[config.mk]
export PLATFORM = sky130hd
export DESIGN_NAME = bin2bcd_seq_flat
export DESIGN_NICKNAME = d
export VERILOG_FILES = /design/src/rtl/bin2bcd_seq_if.sv /design/src/rtl/bin2bcd_seq.sv /design/src/flat_wrapper.sv
export SDC_FILE = /design/constraint.sdc
export NUM_CORES = 1
export LEC_CHECK = 0
export BUFFER_PORTS_ARGS = -buffer_cell sky130_fd_sc_hd__buf_2
export CORE_MARGIN = 2
export CORE_UTILIZATION = 60
export CTS_BUF_LIST = sky130_fd_sc_hd__clkbuf_8
export CTS_CLUSTER_DIAMETER = 60
export DETAILED_ROUTE_END_ITERATION = 10
export PLACE_DENSITY = 0.92
export SYNTH_ARGS = -nofsm -noshare
export SYNTH_HDL_FRONTEND = slang
export SYNTH_SLANG_ARGS = --single-unit
[constraint.sdc]
create_clock -name clk -period 2.22 [get_ports clk]
set_clock_uncertainty 0.15 [all_clocks]
set_input_delay 0.222 -clock clk [delete_from_list [all_inputs] [get_ports clk]]
set_output_delay 0.222 -clock clk [all_outputs]
set_load 0.01 [all_outputs]
[src/rtl/bin2bcd_seq_if.sv]
`default_nettype none
// ============================================================================
//  Module   : bin2bcd_seq_if
//  Brief    : Start/busy/done handshake bundle for the sequential BCD converter.
//  Revision : 1.0
// ============================================================================
interface bin2bcd_seq_if #(
    parameter int W      = 16,
    parameter int DIGITS = 5
) ();
    logic                  start;
    logic [W-1:0]          bin_in;
    logic                  busy;
    logic                  done;
    logic [4*DIGITS-1:0]   bcd_out;

    modport master (
        output start,
        output bin_in,
        input  busy,
        input  done,
        input  bcd_out
    );

    modport slave (
        input  start,
        input  bin_in,
        output busy,
        output done,
        output bcd_out
    );
endinterface
`default_nettype wire

[src/rtl/bin2bcd_seq.sv]
`default_nettype none
// ============================================================================
//  Module   : bin2bcd_seq
//  Brief    : Double-dabble binary-to-BCD converter, one input bit per clock.
//  Revision : 1.0
// ============================================================================
module bin2bcd_seq #(
    parameter int W      = 16,
    parameter int DIGITS = 5
) (
    input  wire logic      clk,
    input  wire logic      rst_n,
    bin2bcd_seq_if.slave   bus
);
    localparam int c_BCD_W = 4 * DIGITS;
    localparam int c_CNT_W = $clog2(W + 1);

    localparam logic [c_CNT_W-1:0] c_CNT_LOAD = c_CNT_W'(W);
    localparam logic [c_CNT_W-1:0] c_CNT_ONE  = c_CNT_W'(1);

    localparam logic [0:0] c_IDLE  = 1'b0;
    localparam logic [0:0] c_SHIFT = 1'b1;

    logic [0:0]         r_state;
    logic [W-1:0]       r_shift;
    logic [c_BCD_W-1:0] r_scratch;
    logic [c_BCD_W-1:0] r_bcd_out;
    logic [c_CNT_W-1:0] r_cnt;
    logic               r_done;

    logic [c_BCD_W-1:0] w_adj;
    logic [c_BCD_W-1:0] w_next_scratch;

    generate
        for (genvar d = 0; d < DIGITS; d++) begin : g_digit
            assign w_adj[4*d +: 4] = (r_scratch[4*d +: 4] >= 4'd5)
                                   ? r_scratch[4*d +: 4] + 4'd3
                                   : r_scratch[4*d +: 4];
        end
    endgenerate

    // Top digit's carry is dropped: oversize values truncate silently.
    assign w_next_scratch = {w_adj[c_BCD_W-2:0], r_shift[W-1]};

    always_ff @(posedge clk or negedge rst_n) begin
        if (!rst_n) begin
            r_state   <= c_IDLE;
            r_shift   <= '0;
            r_scratch <= '0;
            r_bcd_out <= '0;
            r_cnt     <= '0;
            r_done    <= 1'b0;
        end else begin
            r_done <= 1'b0;
            case (r_state)
                c_IDLE: begin
                    if (bus.start) begin
                        r_shift   <= bus.bin_in;
                        r_scratch <= '0;
                        r_cnt     <= c_CNT_LOAD;
                        r_state   <= c_SHIFT;
                    end
                end
                c_SHIFT: begin
                    r_scratch <= w_next_scratch;
                    r_shift   <= {r_shift[W-2:0], 1'b0};
                    r_cnt     <= r_cnt - c_CNT_ONE;
                    // Last bit: publish the result on the same edge.
                    if (r_cnt == c_CNT_ONE) begin
                        r_bcd_out <= w_next_scratch;
                        r_done    <= 1'b1;
                        r_state   <= c_IDLE;
                    end
                end
                default: r_state <= c_IDLE;
            endcase
        end
    end

    assign bus.busy    = (r_state == c_SHIFT);
    assign bus.done    = r_done;
    assign bus.bcd_out = r_bcd_out;

endmodule
`default_nettype wire
[src/flat_wrapper.sv]
// flat-port wrapper written by rule: the top's interface ports become plain ports
module bin2bcd_seq_flat 
#(
    parameter int W      = 16,
    parameter int DIGITS = 5
)
  (clk, rst_n, bus_start, bus_bin_in, bus_busy, bus_done, bus_bcd_out);
  bin2bcd_seq_if #(.W(W), .DIGITS(DIGITS)) bus_i ();
  input  wire logic clk;
  input  wire logic rst_n;
  input wire logic [$bits(bus_i.start)-1:0] bus_start;
  input wire logic [$bits(bus_i.bin_in)-1:0] bus_bin_in;
  output wire logic [$bits(bus_i.busy)-1:0] bus_busy;
  output wire logic [$bits(bus_i.done)-1:0] bus_done;
  output wire logic [$bits(bus_i.bcd_out)-1:0] bus_bcd_out;
  assign bus_i.start = bus_start;
  assign bus_i.bin_in = bus_bin_in;
  assign bus_busy = bus_i.busy;
  assign bus_done = bus_i.done;
  assign bus_bcd_out = bus_i.bcd_out;
  bin2bcd_seq #(.W(W), .DIGITS(DIGITS)) u_core (.clk(clk), .rst_n(rst_n), .bus(bus_i));
endmodule
==> summary.txt <==
CTS Buf Count -> 9
Die W -> 76.1 um
endpoints failing hold -> 0
max incr delay on CP -> 0.40 ns
crit path max fanout -> 3
mux share of post-synthesis cell area -> 13.0%
Max-slew headroom -> 60.2%
Synth Area in Simple Gates -> 13.3%
CTS tree -> yes
adder-cell share of the synthesized area -> 4.82%
area share of the largest cell type after synthesis -> 50.6%
FF+latch count, synth -> 63
critical path arrival -> 1.95 ns
Bufs and invs on worst path -> 1
most common cell in the netlist -> dfrtp_1
cell family with most CP delay -> multiplexers
MaxCap Viol Count -> 0
outcome -> finished, final reports clean
initial antenna violation count -> 0
Final Slew Violations -> 0
Syn Nets -> 318
DR iter-0 viols -> 117
post-route setup TNS -> 0 ns
Final ANT Viol Nets -> 0
actual slew at the worst max-slew pin -> 0.597 ns
Hold Crit Class -> in2reg
xor and xnor area share after synthesis -> 1.97%
clock sink total -> 63
Main synth FF type -> dfrtp_1
Die H -> 76.1 um
complex-gate fraction of the synthesized area -> 12.3%
minimum clock period -> 1.85 ns
DR WL/cell -> 14.5 um
Starting Density -> 61.4%
worst skew pair latency -> 0.34 ns
port buffer count -> 40
DIE AREA -> 5790 um^2
# nets final -> 363
Crit-path slowest cell -> dfrtp_1
vias post-DR -> 2198
first-pass GRT wire length -> 10400 um
All-Layer GR Usage -> 22.8%
asr flop ratio synth -> 100%
H-tree Lvls -> 3
diodes inserted -> 0
layout cells sized above 1 -> 24.2%
Synth Cell Area -> 3120 um^2
postcts setup bufs -> 0
Syn Inst Count -> 287
Post-synth top cells -> dfrtp_1 (63), o21ai_0 (33), nand2_1 (31)
IO Count -> 41
Root Buffer -> clkbuf_8
final core occ -> 70.6%
vias in the first global route -> 2189
P per Cell Area -> 1440 nW/um^2
CTS Hold Bufs -> 2
Layout area overhead -> 15.0%
fill count -> 384
Final Cell Area -> 3580 um^2
Setup Crit Path Kind -> reg2reg
synth top area cells -> dfrtp_1 (51%), mux2i_1 (8.7%), o21ai_0 (5.3%)
vias per cell -> 5.43
synthesis warning total -> 0
period utilisation layout -> 83.3%
sequential-to-total area share from yosys stat -> 50.6%
Req. time, crit path -> 2.32 ns
Clk pin slew, worst setup/hold paths -> 0.06 ns
DRC violations left -> 0
RSZ-0062 raised after global routing -> no
Worst Setup End Kind -> register
Setup Viol. Count Final -> 0
RePlAce Congestion -> 0.742
Synth area leader -> dfrtp_1
Peak Freq -> 541 MHz
Longest Clk Path Bufs -> 2
HPWL Detailed -> 4010 um
Post-CTS Resized -> 0
Post-synth EDFFs -> 0
largest family of logic cells by synthesized area -> simple AND/OR/NAND/NOR gates
Yosys cell types -> 32
# rows -> 26
Pre-antenna DRT Iters -> 4
worst-path cell chain -> inv_1 -> ha_1 -> nand2b_1 -> a21oi_1 -> mux2_2 -> mux2i_1
grt total ovfl -> 0
DP Area -> 3390 um^2
post-detailed-routing wire length -> 5860 um
Mapped Avg Cell Area -> 10.9 um^2
largest net degree at the start of global routing -> 40
worst vdd ir -> 0.740 mV
Core Footprint -> 5070 um^2
LEAKAGE -> 1.81 nW
CP startpoint kind -> register
## sequential cells by signal (all words and copies together) (netlist names)
register,flops
u_core.bus.bcd_out,20
u_core.r_scratch,20
u_core.r_shift,16
u_core.r_cnt,5
u_core.bus.busy,1
u_core.bus.done,1
## metal layers
metal | routed length (um) | part of all wire, % | track usage, %
met1 | 2750 | 47 | 29.7
met2 | 2830 | 48 | 36.1
met3 | 141 | 2.4 | 4.38
met4 | 145 | 2.5 | 13.3
met5 | 0 | 0 | 0
## worst register-to-register path, stage by stage (launching register included)
cell,delay [ns]
dfrtp_1,0.40
inv_1,0.13
ha_1,0.21
nand2b_1,0.08
a21oi_1,0.22
mux2_2,0.39
mux2i_1,0.19
## cell families after synthesis
group	after synthesis
AO/OA/AOI/OAI	64
XOR/XNOR	7
adder cells (fa/ha/maj)	12
buffers and inverters	27
flip-flops	63
multiplexers	38
AND/OR/NAND/NOR	76
## power by group
group | total [mW] | switching, mW | internal, mW
registers | 2.06 | 0.409 | 1.65
clock network | 0.887 | 0.409 | 0.478
logic | 2.23 | 1.15 | 1.08
## metrics by stage
step | hold slack (ns) | cells | total power, mW | setup slack, ns
final | 0.0258 | 405 | 5.18 | 0.370
after detailed placement | 0.119 | 389 | 4.27 | 0.349
after floorplan | -0.224 | 287 | 3.69 | 0.585
after CTS | 0.0165 | 405 | 5.21 | 0.356
after global routing | 0.0483 | 405 | 5.58 | 0.258
after global placement | 0.102 | 389 | 4.13 | 0.540
## layout by cell type, fill, tap and decap left out, types with 6 or more instances in the layout
cell | netlist | final
nor3b_1 | 14 | 14
o21ai_0 | 33 | 33
mux2_2 | 8 | 8
dfrtp_1 | 63 | 62
ha_1 | 12 | 12
mux2i_1 | 27 | 27
buf_2 | 7 | 40
a21oi_1 | 11 | 11
nand2_1 | 31 | 31
inv_1 | 12 | 13
nand2b_1 | 12 | 12
nor3_1 | 6 | 6
a21o_1 | 10 | 10
clkbuf_8 | 0 | 12
## final timing paths
path	startpoint	to	slack (ns)	cells past startpoint
worst max-delay path	u_core.r_scratch[0]	u_core.r_scratch[2]	0.37	6
worst min-delay path	bus_bin_in[11]	u_core.r_shift[11]	0.03	3
worst max register to register	u_core.r_scratch[0]	u_core.r_scratch[2]	0.37	6
worst min register to register	u_core.bus.bcd_out[11]	u_core.bus.bcd_out[11]	0.32	2
max in group asynchronous	rst_n	u_core.r_shift[4]	1.04	3
min in group asynchronous	rst_n	u_core.bus.bcd_out[15]	0.27	2
## cell type report
type / instances / area, um^2 / area share [%]
Clock buffer: 12 / 165 / 4.61
Clock inverter: 2 / 8.76 / 0.244
Inverter: 13 / 50.0 / 1.40
Multi-Input combinational cell: 197 / 1420 / 39.5
Sequential cell: 63 / 1580 / 44.0
Tap cell: 70 / 87.6 / 2.44
Timing Repair Buffer: 48 / 278 / 7.75
No activity file was read; power rests on OpenSTA's default activity.
